$ cat config.mk
export PLATFORM = sky130hd
export DESIGN_NAME = rr_mux
export DESIGN_NICKNAME = d
export VERILOG_FILES = /design/src/rtl/rr_mux.sv
export SDC_FILE = /design/constraint.sdc
export NUM_CORES = 1
export LEC_CHECK = 0
export CORE_ASPECT_RATIO = 0.75
export CORE_MARGIN = 2
export CORE_UTILIZATION = 45
export DETAILED_ROUTE_END_ITERATION = 8
export HOLD_SLACK_MARGIN = 0.08
export PLACE_DENSITY = 0.77
export SLEW_MARGIN = 0
export SYNTH_ARGS = -nofsm -noshare
export SYNTH_HDL_FRONTEND = slang
export SYNTH_SLANG_ARGS = --single-unit
$ cat constraint.sdc
create_clock -name clk -period 2.87 [get_ports clk]
set_input_delay 0.574 -clock clk [delete_from_list [all_inputs] [get_ports clk]]
set_output_delay 0.574 -clock clk [all_outputs]
set_load 0.01 [all_outputs]
$ cat src/rtl/rr_mux.sv
// rr_mux: registered N-channel select mux with fixed one-hot or round-robin arbitration
// and valid/ready handshakes on every input channel and on the output.
module rr_mux #(
    parameter int WIDTH = 4,
    parameter int NUM_CH = 3,
    localparam int CH_W = $clog2(NUM_CH)
) (
    input  logic                    clk,
    input  logic                    rst,
    input  logic [NUM_CH*WIDTH-1:0] in_data,
    input  logic [NUM_CH-1:0]       in_valid,
    output logic [NUM_CH-1:0]       in_ready,
    input  logic [NUM_CH-1:0]       sel,
    input  logic                    rr_en,
    output logic [WIDTH-1:0]        mux_op,
    output logic                    op_valid,
    input  logic                    op_ready,
    output logic [CH_W-1:0]         op_ch,
    output logic                    sel_err
);
    logic [WIDTH-1:0] data_q, data_d;
    logic [CH_W-1:0]  ch_q, ch_d, ptr_q, ptr_d;
    logic             valid_q, valid_d, err_q, err_d;
    logic             free, grant, sel_ok, fix_hit, rr_hit;
    logic [CH_W-1:0]  g, fix_g, rr_g;
    int               rr_j;

    always_comb begin
        fix_g = '0;
        rr_g = '0;
        rr_hit = 1'b0;
        rr_j = 0;
        sel_ok = $onehot(sel);
        for (int i = 0; i < NUM_CH; i++)
            if (sel[i]) fix_g = CH_W'(i);
        fix_hit = sel_ok && in_valid[fix_g];
        // Scan from the farthest offset down so the nearest valid channel wins.
        for (int i = NUM_CH - 1; i >= 0; i--) begin
            rr_j = int'(ptr_q) + i;
            if (rr_j >= NUM_CH) rr_j = rr_j - NUM_CH;
            if (in_valid[CH_W'(rr_j)]) begin
                rr_hit = 1'b1;
                rr_g = CH_W'(rr_j);
            end
        end
        free = !valid_q || op_ready;
        grant = free && (rr_en ? rr_hit : fix_hit);
        g = rr_en ? rr_g : fix_g;
        in_ready = (grant && !rst) ? (NUM_CH'(1) << g) : '0;
        valid_d = free ? grant : valid_q;
        data_d = grant ? in_data[g*WIDTH +: WIDTH] : data_q;
        ch_d = grant ? g : ch_q;
        ptr_d = (grant && rr_en) ? ((g == CH_W'(NUM_CH - 1)) ? '0 : g + 1'b1) : ptr_q;
        err_d = err_q || (!rr_en && !sel_ok && |in_valid);
    end

    always_ff @(posedge clk or posedge rst) begin
        if (rst) begin
            data_q <= '0;
            ch_q <= '0;
            ptr_q <= '0;
            valid_q <= 1'b0;
            err_q <= 1'b0;
        end else begin
            data_q <= data_d;
            ch_q <= ch_d;
            ptr_q <= ptr_d;
            valid_q <= valid_d;
            err_q <= err_d;
        end
    end

    assign mux_op = data_q;
    assign op_valid = valid_q;
    assign op_ch = ch_q;
    assign sel_err = err_q;
endmodule

Word-level counts from Yosys, hierarchy flattened
Cells that the tools add are included.
- mux-type cells: 26
- multipliers: 0
- add/sub/neg operators: 8
- divide/modulo/power cells: 0
- reduce and logical (&&, ||, !) cells: 13
- eq/ne operators: 2
- shifts and indexed selects: 2
- bitwise gates (word level): 0
- $lt $le $gt $ge: 7
- operators by type and width (operator ; number):
    2-to-1 mux 2 bit ; 9
    < comparator 2 x 4 -> 1 bit, second input constant ; 3
    2-to-1 mux 1 bit ; 12
    indexed part select 12 x 5 -> 4 bit ; 1
    binary-select mux 1 bit (select 2 bit) ; 4
    greater-or-equal comparator 3 x 2 -> 1 bit, second input constant ; 2
    logical AND 1 bit ; 6
    subtractor 2 bit, second input constant ; 3
    logical NOT 1 bit ; 4
    adder 2 x 1 -> 3 bit, second input constant ; 1
    adder 2 x 2 -> 3 bit, second input constant ; 1
    < comparator 2 x 3 -> 1 bit, second input constant ; 1
    2-to-1 mux 3 bit ; 1
    OR reduction 3 bit ; 1
    left shift 1 x 2 -> 3 bit, first input constant ; 1
    adder 1 x 1 -> 2 bit ; 1
    adder 2 x 1 -> 2 bit ; 1
    adder 2 x 1 -> 2 bit, second input constant ; 1
    equality test 2 x 1 -> 1 bit, second input constant ; 1
    equality test 2 bit, second input constant ; 1
    greater-or-equal comparator 2 bit, second input constant ; 1
    logical OR 1 bit ; 2
- memory bits (read-only): 0
- RAM bits: 0
- latch bits: 0
- register bits after elaboration: 10
- input port bits: 22
- memories: 0
- logic and storage cells: 63

Depth between registers and ports, before layout
- depth in word-level cells: 13
- depth in mapped cells: 10

Worst setup path after synthesis
Ideal clock, no wire load.
- path type: in2out
- from: in sel[0]
- to: out in_ready[2]
- buffers on the path: 1
- arrival: 2.371 ns
- setup slack: -0.075 ns
- stages on the path: 7
- cell sequence: fa_1 -> nor2b_1 -> o211ai_1 -> a21boi_0 -> o31ai_2 -> buf_4 -> nor4b_1
- longest elaborated chain between the ends: 8
- ends and longest elaborated chain (element ; RTL line ; source):
    start: declaration ; 13 ; input logic [NUM_CH-1:0] sel,
    adder 1 x 1 -> 2 bit (not written as such) ; 33 ; sel_ok = $onehot(sel);
    adder 2 x 1 -> 2 bit (not written as such) ; 33 ;
    equality test 2 x 1 -> 1 bit ; 33 ;
    logical AND 1 bit ; 36 ; fix_hit = sel_ok && in_valid[fix_g];
    2-to-1 mux 1 bit ; 47 ; grant = free && (rr_en ? rr_hit : fix_hit);
    logical AND 1 bit ; 47 ;
    logical AND 1 bit ; 49 ; in_ready = (grant && !rst) ? (NUM_CH'(1) << g) : '0;
    2-to-1 mux 3 bit ; 49 ;
    end: declaration ; 12 ; output logic [NUM_CH-1:0] in_ready,
No other way between the ends.

Final worst setup path
- from: reg ptr_q[1]
- to: out in_ready[1]
- longest elaborated chain between the ends: 13
- ends and longest elaborated chain (element ; RTL line ; source):
    start: declaration ; 22 ; logic [CH_W-1:0] ch_q, ch_d, ptr_q, ptr_d;
    start signal: assignment ; 67 ; ptr_q <= ptr_d;
    adder 2 x 2 -> 3 bit ; 39 ; rr_j = int'(ptr_q) + i;
    greater-or-equal comparator 3 x 2 -> 1 bit / subtractor 2 bit (equally long branches) ; 40 ; if (rr_j >= NUM_CH) rr_j = rr_j - NUM_CH;
    2-to-1 mux 2 bit ; 40 ;
    binary-select mux 1 bit (select 2 bit) ; 41 ; if (in_valid[CH_W'(rr_j)]) begin
    2-to-1 mux 1 bit (not written as such) (2 in series) ; 41 ;
    2-to-1 mux 1 bit (3 in series) ; 41 ;
    2-to-1 mux 1 bit ; 47 ;
    logical AND 1 bit ; 47 ;
    logical AND 1 bit ; 49 ;
    2-to-1 mux 3 bit (*) ; 49 ;
Every way passes the cells marked *; elsewhere a longest branch is shown, timed or not. The select of a mux whose other input is x is not followed.

==> impl_metrics.py <==
metrics = {
    "timing": {
        "holdWs_ns": 0.491,
        "skew_ns": 0.00501,
        "rsz0062_at_grt": "yes",
        "setup_ws_ns": -0.0803,
        "max_freq_mhz": 339,
        "fin_crit_sh_pct": 103,
        "hold_violations": 0,
        "fin_setup_tns_ns": -0.195,
        "worst_pin_slew_ns": 0.428,
        "min_period_ns": 2.95,
        "setup_viol": 3,
        "slew_viol_final": 0,
        "relSlewSlack_pct": 71.3,
    },
    "cts": {
        "htreeDepth": 1,
        "cts_hold_buf": 0,
        "cts_made_buffers": 3,
        "clock_tree.buffer_depth": 2,
        "insertion_delay_ns": 0.26,
        "cts_sinks": 10,
        "clk_pin_slew_ns": 0.06,
        "cts_tree": "yes",
        "clockRootBuffer": "clkbuf_4",
    },
    "critical_path": {
        "crit_start": "ptr_q[1]$_DFFE_PP0P_",
        "required_ns": 2.30,
        "rr_worst_depth": 11,
        "critPathMaxFanout": 2,
        "worstPathArrival_ns": 2.38,
        "crit_type": "reg2out",
        "crit_path_start_kind": "register",
        "r2r-start": "ptr_q[0]$_DFFE_PP0P_",
        "end_kind": "output port",
    },
    "min_path": {
        "min-delay-start": "sel_err$_DFF_PP0_",
        "min_path_type": "reg2reg",
        "worstHoldPathCells": 2,
    },
    "pwr": {
        "seqPwrFrac_pct": 19.4,
        "switching_share_pct": 39.7,
        "peakVddDrop_mv": 0.553,
        "combPwrFrac_pct": 72.8,
        "p_switching_uw": 483,
        "p_int_uw": 733,
        "leakage_uw": 0.000683,
        "power_uw": 1220,
        "power.density_nw_per_um2": 776,
        "clockPowerShare_pct": 7.8,
    },
    "place": {
        "hpwl_mm": 1.98,
        "dpl_cell_area_um2": 1440,
        "gp_congestion": 0.864,
        "numPortBuffers": 32,
    },
    "synth": {
        "syn-num-nets": 120,
        "async_flop_share_pct": 100,
        "yosysUniqueCellTypes": 40,
        "synth_area_um2": 956,
        "ys.flop_type": "dfrtp_1",
        "synth_compound_area_share_pct": 24.0,
        "synthMuxAreaShare_pct": 17.9,
        "seq_area_frac_synth_pct": 26.2,
        "synthCells": 93,
        "synth_adder_area_share_pct": 7.33,
        "synth.largest_area_cell": "dfrtp_1",
        "synth-xor-area-share_pct": 0,
        "synthSimpleGateAreaFrac_pct": 16.8,
        "synth-seq-cells": 10,
        "synth.avg_cell_area_um2": 10.3,
        "synth_top_family_by_area": "compound AO/OA/AOI/OAI gates",
        "synth_top_area_share_pct": 26.2,
        "yosys_warnings": 0,
        "synth_edf_count": 0,
        "synthTopCellsByArea": "dfrtp_1, mux2i_1, o31ai_2",
    },
    "detailed_routing": {
        "wl_mm": 2.55,
        "wl_per_cell_um": 14.8,
        "drtIter0Drc": 27,
        "vias": 957,
        "firstDrtPassIters": 4,
        "ant_nets": 0,
        "drc_errors": 0,
        "viasPerCell": 5.56,
    },
    "die": {
        "die_height_um": 43.9,
        "io_pins": 33,
        "rows": 14,
        "fp.dieW_um": 57.2,
        "initial_core_util_pct": 47.5,
        "die_area_um2": 2510,
        "coreArea_um2": 2010,
    },
    "layout": {
        "n_fill_cell": 142,
        "final_layout_size_suffix_gt1_share_pct": 41.9,
        "layout_common_cells": "clkdlybuf4s50_1, buf_4, dfrtp_1, mux2i_1, mux2_2",
        "nNetsFinal": 177,
        "final_area_um2": 1570,
        "area_growth_pct": 64.0,
        "n_antenna_cell": 0,
    },
    "global_routing": {
        "track_usage_pct": 21.3,
        "grt_max_degree": 13,
        "grt_pass1_vias": 848,
        "grt-ovfl-total": 0,
        "grt_pass1_wl_mm": 4.00,
        "antenna_found_initial": 0,
    },
    "outcome": {
        "violations": "negative setup slack",
        "outcome": "finished, violations left",
    },
    "job": {
        "maxCapViolations": 0,
    },
}
-- power groups by stage --
stage / Clock (uW) / Combinational (uW) / Sequential (uW)
5_1_grt: 101 / 952 / 243
4_1_cts: 98.2 / 853 / 236
2_1_floorplan: 0 / 439 / 259
3_3_place_gp: 0 / 742 / 229
3_5_place_dp: 0 / 761 / 234
6_report: 94.6 / 886 / 236
-- logic make-up after synthesis --
kind of cell	Yosys count
compound gates	25
fa+ha+maj	5
buf+inv	13
flops	10
mux	16
simple gates	24
-- path summary, 6_finish.rpt --
check	to	slack, ns
max in group asynchronous	sel_err$_DFF_PP0_	1.81
min reg2reg	sel_err$_DFF_PP0_	0.49
min in group asynchronous	mux_op[1]$_DFFE_PP0N_	0.77
max reg2reg	mux_op[1]$_DFFE_PP0N_	0.25
max	in_ready[1]	-0.08
min	sel_err$_DFF_PP0_	0.49
-- area by class of cell --
type / count / area [um^2] / area share [%]
inverter: 6 / 22.5 / 1.44
multi-input combinational: 70 / 722 / 46.0
clock buffer: 3 / 22.5 / 1.44
timing repair buffer: 59 / 520 / 33.2
sequential: 10 / 250 / 16.0
tap: 24 / 30.0 / 1.92
-- cell usage after synthesis, types with 2 or more instances --
cell,n
nor2b_1,2
a21o_1,2
o211ai_1,2
a21boi_0,2
buf_4,2
mux2_2,5
a211oi_1,2
dfrtp_1,10
nand2b_1,3
inv_1,6
a31oi_1,3
nand2_1,3
mux2i_1,10
nor2_1,2
o31ai_2,5
and2_1,4
buf_2,3
buf_6,2
ha_1,4
-- state kept, by name, indices dropped and copies added (netlist names) --
signal	flops
mux_op	4
op_ch	2
op_valid	1
ptr_q	2
sel_err	1
-- what timing repair did --
action / CTS / global route
buffers inserted: 2 / 2
setup endpoints to repair: 3 / 3
gates resized for setup: 39 / 4
pin swaps: 11 / 0
-- stage by stage --
step	setup slack (ns)	cells	utilization (%)
2_1_floorplan	0.0566	93	-
3_3_place_gp	-0.767	165	71.4
3_5_place_dp	-0.848	165	71.4
4_1_cts	-0.0827	170	76.3
5_1_grt	-0.195	172	77.8
6_report	-0.0803	172	77.8
-- critical path, cell delays in order, from the launching register on --
cell	delay, ns
dfrtp_1	0.39
inv_2	0.08
ha_4	0.14
mux2_4	0.30
or4b_4	0.51
a21oi_2	0.13
a21o_1	0.10
a21o_1	0.13
nor4b_2	0.18
buf_2	0.16
-- metal layers --
layer	part of all wire [%]	routed length [um]	track usage (%)	up-vias
li1	-	-	-	463
met1	43	1100	27.8	458
met2	50	1280	35.4	34
met3	6.0	153	6.87	2
met4	0.28	7	3.72	0
met5	0	0	0	-
No activity file was read; power rests on OpenSTA's default activity.
